### src/rtl/mem_ctrl_mc.sv
`default_nettype none
// ==========================================================================
// mem_ctrl_mc : CPU data-side controller, Wishbone + NUM_MEM local RAM channels
// Optional Wishbone timeout: define MEM_CTRL_TIMEOUT_EN.          Rev 1.0
// ==========================================================================
module mem_ctrl_mc #(
  parameter int                    NUM_MEM    = 2,
  parameter logic [NUM_MEM*32-1:0] MEM_BASE   = {32'h0000_4000, 32'h0000_2000},
  parameter logic [NUM_MEM*32-1:0] MEM_END    = {32'h0000_6000, 32'h0000_4000},
  parameter int                    WB_TIMEOUT = 16
) (
  input  logic                  clk,
  input  logic                  rst,
  input  logic                  rd,
  input  logic                  wr,
  input  logic [31:0]           addr_i,
  input  logic [31:0]           data_i,
  output logic [31:0]           data_o,
  output logic                  hold_cpu,
  output logic                  err_o,
  output logic                  wshbn_rd,
  output logic                  wshbn_wr,
  output logic [29:0]           wshbn_addr_o,
  output logic [31:0]           wshbn_data_o,
  input  logic [31:0]           wshbn_data_i,
  input  logic                  wshbn_busy,
  input  logic                  wshbn_data_av,
  output logic [NUM_MEM-1:0]    mem_rd,
  output logic [NUM_MEM-1:0]    mem_wr,
  output logic [29:0]           mem_addr_o,
  output logic [31:0]           mem_data_o,
  input  logic [NUM_MEM*32-1:0] mem_data_i,
  input  logic [NUM_MEM-1:0]    mem_busy
);

  localparam int CW = (NUM_MEM > 1) ? $clog2(NUM_MEM) : 1;

  typedef enum logic [2:0] {
    S_IDLE    = 3'd0,
    S_WB_REQ  = 3'd1,
    S_WB_WAIT = 3'd2,
    S_MEM     = 3'd3,
    S_DONE    = 3'd4
  } state_t;

  state_t        state_q, state_d;
  logic [29:0]   waddr_q, waddr_d;
  logic [29:0]   maddr_q, maddr_d;
  logic [31:0]   wdata_q, wdata_d;
  logic [31:0]   data_q, data_d;
  logic          is_wr_q, is_wr_d;
  logic          err_q, err_d;
  logic [CW-1:0] chan_q, chan_d;

  logic          req_valid;
  logic          dec_wb;
  logic          dec_hit;
  logic [CW-1:0] dec_chan;
  logic [31:0]   dec_base;
  logic          sel_busy;
  logic [31:0]   sel_rdata;
  logic          wb_done;

`ifdef MEM_CTRL_TIMEOUT_EN
  localparam int TW = $clog2(WB_TIMEOUT + 1);
  logic [TW-1:0] cnt_q, cnt_d, cnt_inc;
  assign cnt_inc = cnt_q + TW'(1);
`else
  logic unused_timeout;
  assign unused_timeout = ^WB_TIMEOUT;
`endif

  assign req_valid = rd ^ wr;
  assign wb_done   = is_wr_q ? !wshbn_busy : wshbn_data_av;

  // Descending scan so the lowest matching channel wins.
  always_comb begin
    dec_wb   = addr_i < MEM_BASE[31:0];
    dec_hit  = 1'b0;
    dec_chan = '0;
    dec_base = MEM_BASE[31:0];
    for (int k = NUM_MEM - 1; k >= 0; k--) begin
      if (addr_i >= MEM_BASE[k*32 +: 32] && addr_i < MEM_END[k*32 +: 32]) begin
        dec_hit  = 1'b1;
        dec_chan = CW'(k);
        dec_base = MEM_BASE[k*32 +: 32];
      end
    end
  end

  always_comb begin
    sel_busy  = 1'b0;
    sel_rdata = '0;
    mem_rd    = '0;
    mem_wr    = '0;
    for (int k = 0; k < NUM_MEM; k++) begin
      if (chan_q == CW'(k)) begin
        sel_busy  = mem_busy[k];
        sel_rdata = mem_data_i[k*32 +: 32];
        mem_rd[k] = (state_q == S_MEM) && !is_wr_q;
        mem_wr[k] = (state_q == S_MEM) && is_wr_q;
      end
    end
  end

  always_comb begin
    state_d  = state_q;
    waddr_d  = waddr_q;
    maddr_d  = maddr_q;
    wdata_d  = wdata_q;
    is_wr_d  = is_wr_q;
    chan_d   = chan_q;
    data_d   = data_q;
    err_d    = err_q;
    hold_cpu = 1'b0;
`ifdef MEM_CTRL_TIMEOUT_EN
    cnt_d    = cnt_q;
`endif
    case (state_q)
      S_IDLE: begin
        if (req_valid) begin
          hold_cpu = 1'b1;
          waddr_d  = addr_i[31:2];
          // Word offset of (addr - base), borrow from the byte bits folded in.
          maddr_d  = addr_i[31:2] - dec_base[31:2]
                   - {29'd0, (addr_i[1:0] < dec_base[1:0])};
          wdata_d  = data_i;
          is_wr_d  = wr;
          chan_d   = dec_chan;
          if (dec_wb) begin
            state_d = S_WB_REQ;
          end else if (dec_hit) begin
            state_d = S_MEM;
          end else begin
            state_d = S_DONE;
            err_d   = 1'b1;
          end
        end
      end
      S_WB_REQ: begin
        hold_cpu = 1'b1;
        state_d  = S_WB_WAIT;
`ifdef MEM_CTRL_TIMEOUT_EN
        cnt_d    = '0;
`endif
      end
      S_WB_WAIT: begin
        hold_cpu = 1'b1;
        if (wb_done) begin
          state_d = S_DONE;
          err_d   = 1'b0;
          if (!is_wr_q) data_d = wshbn_data_i;
        end
`ifdef MEM_CTRL_TIMEOUT_EN
        else if (cnt_inc == TW'(WB_TIMEOUT)) begin
          state_d = S_DONE;
          err_d   = 1'b1;
          if (!is_wr_q) data_d = '0;
        end else begin
          cnt_d = cnt_inc;
        end
`endif
      end
      S_MEM: begin
        hold_cpu = 1'b1;
        if (!sel_busy) begin
          state_d = S_DONE;
          err_d   = 1'b0;
          if (!is_wr_q) data_d = sel_rdata;
        end
      end
      S_DONE:  state_d = S_IDLE;
      default: state_d = S_IDLE;
    endcase
  end

  always_ff @(posedge clk) begin
    if (!rst) begin
      state_q <= S_IDLE;
      waddr_q <= '0;
      maddr_q <= '0;
      wdata_q <= '0;
      is_wr_q <= 1'b0;
      chan_q  <= '0;
      data_q  <= '0;
      err_q   <= 1'b0;
`ifdef MEM_CTRL_TIMEOUT_EN
      cnt_q   <= '0;
`endif
    end else begin
      state_q <= state_d;
      waddr_q <= waddr_d;
      maddr_q <= maddr_d;
      wdata_q <= wdata_d;
      is_wr_q <= is_wr_d;
      chan_q  <= chan_d;
      data_q  <= data_d;
      err_q   <= err_d;
`ifdef MEM_CTRL_TIMEOUT_EN
      cnt_q   <= cnt_d;
`endif
    end
  end

  assign wshbn_rd     = (state_q == S_WB_REQ) && !is_wr_q;
  assign wshbn_wr     = (state_q == S_WB_REQ) && is_wr_q;
  assign wshbn_addr_o = waddr_q;
  assign wshbn_data_o = wdata_q;
  assign mem_addr_o   = maddr_q;
  assign mem_data_o   = wdata_q;
  assign data_o       = data_q;
  assign err_o        = err_q;

endmodule
`default_nettype wire
### config.mk
export PLATFORM = sky130hd
export DESIGN_NAME = mem_ctrl_mc
export DESIGN_NICKNAME = d
export VERILOG_FILES = /design/src/rtl/mem_ctrl_mc.sv
export SDC_FILE = /design/constraint.sdc
export NUM_CORES = 1
export LEC_CHECK = 0
export ABC_AREA = 1
export CAP_MARGIN = 20
export CORE_MARGIN = 2
export CORE_UTILIZATION = 40
export DETAILED_ROUTE_END_ITERATION = 10
export PLACE_DENSITY = 0.82
export SETUP_SLACK_MARGIN = 0.02
export SKIP_CTS_REPAIR_TIMING = 1
export SYNTH_ARGS = -nofsm -noshare
export SYNTH_HDL_FRONTEND = slang
export SYNTH_SLANG_ARGS = --single-unit
### constraint.sdc
create_clock -name clk -period 3.6 [get_ports clk]
set_input_delay 0.54 -clock clk [delete_from_list [all_inputs] [get_ports clk]]
set_output_delay 0.54 -clock clk [all_outputs]
set_load 0.02 [all_outputs]
==> metrics.txt <==
# TYPE chip_impl_metric gauge
chip_impl_metric{name="grt_max_degree",unit=""} 96
chip_impl_metric{name="yosysUniqueCellTypes",unit=""} 30
chip_impl_metric{name="synth_seq_area_share",unit="%"} 41.5
chip_impl_metric{name="yosys_warnings",unit=""} 0
chip_impl_metric{name="multi_input_area",unit="sq mm"} 0.00292
chip_impl_metric{name="post-route-drc-count",unit=""} 0
chip_impl_metric{name="placement.io_buffers",unit=""} 329
chip_impl_metric{name="cp.arrival",unit="ns"} 3.54
chip_impl_metric{name="place_congestion",unit=""} 0.877
chip_impl_metric{name="max_cap_violations",unit=""} 0
chip_impl_metric{name="fp.dieArea",unit="sq mm"} 0.0165
chip_impl_metric{name="tightest_slew",unit="ns"} 0.866
chip_impl_metric{name="final-setup-viol-count",unit=""} 0
chip_impl_metric{name="holdWs",unit="ns"} 0.435
chip_impl_metric{name="timing.critical_path.fanout_max",unit=""} 4
chip_impl_info{name="cts_tree",value="yes"} 1
chip_impl_metric{name="coreArea",unit="sq mm"} 0.0151
chip_impl_metric{name="netlist_instances",unit=""} 936
chip_impl_metric{name="final_total_pwr",unit="mW"} 7.15
chip_impl_metric{name="final.setup_skew",unit="ns"} 0.00794
chip_impl_metric{name="globalRouteTotalUtil",unit="%"} 24.8
chip_impl_metric{name="cts.clk_slew.worst_paths",unit="ns"} 0.05
chip_impl_metric{name="dr.pass1.iters",unit=""} 5
chip_impl_metric{name="final_layout_size_suffix_gt1_share",unit="%"} 4.97
chip_impl_metric{name="fin_crit_sh",unit="%"} 88.5
chip_impl_metric{name="avgSynthCellArea",unit="sq um"} 6.60
chip_impl_metric{name="grt_antenna_before_repair",unit=""} 1
chip_impl_metric{name="vias_per_cell",unit=""} 4.84
chip_impl_metric{name="start_util",unit="%"} 40.8
chip_impl_metric{name="row_count",unit=""} 45
chip_impl_metric{name="power.static_leakage",unit="nW"} 4.33
chip_impl_metric{name="wl",unit="mm"} 20.7
chip_impl_metric{name="syn_nets",unit=""} 1110
chip_impl_metric{name="timing.final.max_slew_violations",unit=""} 0
chip_impl_metric{name="grt_overflow",unit=""} 0
chip_impl_metric{name="die_height",unit="um"} 128
chip_impl_metric{name="relSlewSlack",unit="%"} 42.3
chip_impl_metric{name="dr_total_vias",unit=""} 6849
chip_impl_metric{name="number_of_synthesized_register_bits",unit=""} 128
chip_impl_metric{name="final_hold_viol_count",unit=""} 0
chip_impl_metric{name="ant_nets",unit=""} 0
chip_impl_metric{name="crit_required",unit="ns"} 3.96
chip_impl_metric{name="worst_skew_pair.late_latency",unit="ns"} 0.42
chip_impl_metric{name="cts-htree-levels",unit=""} 4
chip_impl_metric{name="post_synth_instance_area",unit="sq mm"} 0.00618
chip_impl_info{name="worstHoldPathType",value="primary input to flop"} 1
chip_impl_metric{name="dr.first_iter.drc_count",unit=""} 419
chip_impl_metric{name="cts_num_sinks",unit=""} 128
chip_impl_info{name="run_status",value="finished, final reports clean"} 1
chip_impl_metric{name="place_hpwl",unit="mm"} 15.0
chip_impl_metric{name="wire_length_of_the_first_global_routing_pass",unit="mm"} 32.2
chip_impl_metric{name="floorplan.io_pins",unit=""} 332
chip_impl_metric{name="die_width",unit="um"} 128
chip_impl_info{name="crit_path_start",value="addr_i[26]"} 1
chip_impl_info{name="holdCritStartpoint",value="rst"} 1
chip_impl_info{name="clk_root_buffer_cell",value="clkbuf_16"} 1
chip_impl_metric{name="cts_inserted_buffers",unit=""} 17
chip_impl_metric{name="pwr_density_cell",unit="mW/mm^2"} 724
chip_impl_metric{name="via_count_of_the_first_global_routing_pass",unit=""} 6243
chip_impl_metric{name="setup_total_negative_slack",unit="ns"} 0
chip_impl_metric{name="layout.filler_cells",unit=""} 1313
chip_impl_metric{name="post_dr_wirelength_cell",unit="um"} 14.6
chip_impl_info{name="r2r-start",value="chan_q$_SDFFE_PN0P_"} 1
chip_impl_metric{name="n_antenna_cell",unit=""} 0
chip_impl_metric{name="fin_crit",unit="ns"} 3.19
chip_impl_metric{name="vdd_drop_max",unit="mV"} 0.389
chip_impl_info{name="rsz_0062_raised_after_global_routing",value="no"} 1
chip_impl_info{name="worst_setup_path_start_kind",value="primary input"} 1
chip_impl_info{name="criticalPathCategory",value="primary input to flop"} 1
chip_impl_metric{name="ff_latch_area",unit="sq mm"} 0.00256
chip_impl_metric{name="final_nets",unit=""} 1389
chip_impl_metric{name="clock.fmax",unit="GHz"} 0.314
chip_impl_info{name="worstSetupEndpointType",value="flop"} 1
chip_impl_metric{name="area_delta_synth_final",unit="%"} 59.9
chip_impl_metric{name="ctsLongestPathBuffers",unit=""} 2
## cells in the final DEF, fill, tap and decap left out, types with 4 or more instances in the layout
cell	synthesis	routed
ha_1	6	6
o211a_1	4	4
nand3_1	20	20
nor2_1	206	206
clkdlybuf4s50_1	0	328
o21ai_0	84	84
a211oi_1	4	4
inv_1	38	38
o21ai_1	7	7
clkinv_2	0	5
a21oi_1	30	30
clkbuf_16	0	17
buf_4	37	15
a31oi_1	4	4
nor3_1	11	11
dfxtp_1	128	128
nand2_1	291	290
## synth_stat cells
cell | instances | area, sq um
nand2_1 | 291 | 1090
nor2_1 | 206 | 773
dfxtp_1 | 128 | 2560
o21ai_0 | 84 | 420
inv_1 | 38 | 143
buf_4 | 37 | 278
a21oi_1 | 30 | 150
clkbuf_1 | 25 | 93.8
nand3_1 | 20 | 100
buf_2 | 14 | 70.1
nor3_1 | 11 | 55.1
buf_6 | 8 | 90.1
o21ai_1 | 7 | 35.0
ha_1 | 6 | 75.1
a211oi_1 | 4 | 30.0
a31oi_1 | 4 | 25.0
o211a_1 | 4 | 40.0
inv_2 | 2 | 7.51
inv_4 | 2 | 12.5
nand2_2 | 2 | 12.5
nand4_1 | 2 | 12.5
o21ai_2 | 2 | 17.5
xor2_1 | 2 | 17.5
buf_1 | 1 | 3.75
nand3_2 | 1 | 10.0
nor2_4 | 1 | 11.3
nor3_2 | 1 | 10.0
nor3_4 | 1 | 16.3
or2_1 | 1 | 6.26
or3_1 | 1 | 6.26
## layout make-up
type	count	share of cell area, %
repair buffers	345	34.7
multi-input cells	681	29.6
flip-flops and latches	128	25.9
clock buffers	17	4.31
well taps	188	2.38
inverters	42	1.65
clock inverters	14	1.44
## per-layer routing
layer	track usage (%)	up-vias	share of wire, %
met3	8.56	51	7.5
met5	0	-	0.063
met1	28.7	3081	40
met2	42.2	250	49
li1	-	3465	-
met4	9.50	2	3.0
## worst paths after layout
check / to / slack [ns] / cells after the start
worst min-delay path: state_q[2]$_SDFFE_PN0P_ / 0.43 / 3
worst min register to register: mem_addr_o[5]$_SDFFE_PN0P_ / 0.46 / 2
worst max-delay path: mem_addr_o[21]$_SDFFE_PN0P_ / 0.41 / 20
worst max register to register: data_o[28]$_SDFFE_PN0P_ / 1.36 / 9
## state kept, by name, summed over array words and instances, names as in the netlist
register      cells
is_wr_q           1
wshbn_addr_o     30
chan_q            1
state_q           3
err_o             1
data_o           32
mem_addr_o       28
mem_data_o       32
## critical path, cell delays in order
cell and delay, ns:
clkdlybuf4s50_1 0.44, nor2_1 0.17, nand3_1 0.14, nor2_1 0.21, nand2_1 0.10, inv_1 0.07, nand4_1 0.15, inv_1 0.10
ha_1 0.22, inv_1 0.06, ha_1 0.25, o21ai_2 0.22, nand3_1 0.19, nor2_1 0.23, nand2_1 0.12, nand2_1 0.11
nand2_1 0.05, nand2_1 0.06, nand2_1 0.05, inv_1 0.07
## metrics by stage
stage / instance area [sq um] / utilization, % / instances / worst slack, ns
2_1_floorplan: 6180 / - / 936 / 0.885
3_3_place_gp: 9280 / 61.3 / 1383 / 0.0574
3_5_place_dp: 9280 / 61.3 / 1383 / 0.00926
4_1_cts: 9850 / 65.0 / 1414 / 0.394
5_1_grt: 9880 / 65.2 / 1415 / 0.0856
6_report: 9880 / 65.2 / 1415 / 0.415
## power by group
group / leakage (nW) / total (mW) / internal, mW / switching [mW]
clock: 0.275 / 1.65 / 1.01 / 0.642
sequential: 1.05 / 2.13 / 1.85 / 0.276
combinational: 3.00 / 3.37 / 1.45 / 1.91
total: 4.33 / 7.15 / 4.32 / 2.83
## logic make-up after synthesis
family	count (synthesis)	share of synthesized area, %
simple gates	538	34.1
flops	128	41.5
buf+inv	127	11.3
xor+xnor	2	0.284
fa+ha+maj	6	1.22
compound gates	135	11.6
No activity file was read; power rests on OpenSTA's default activity.
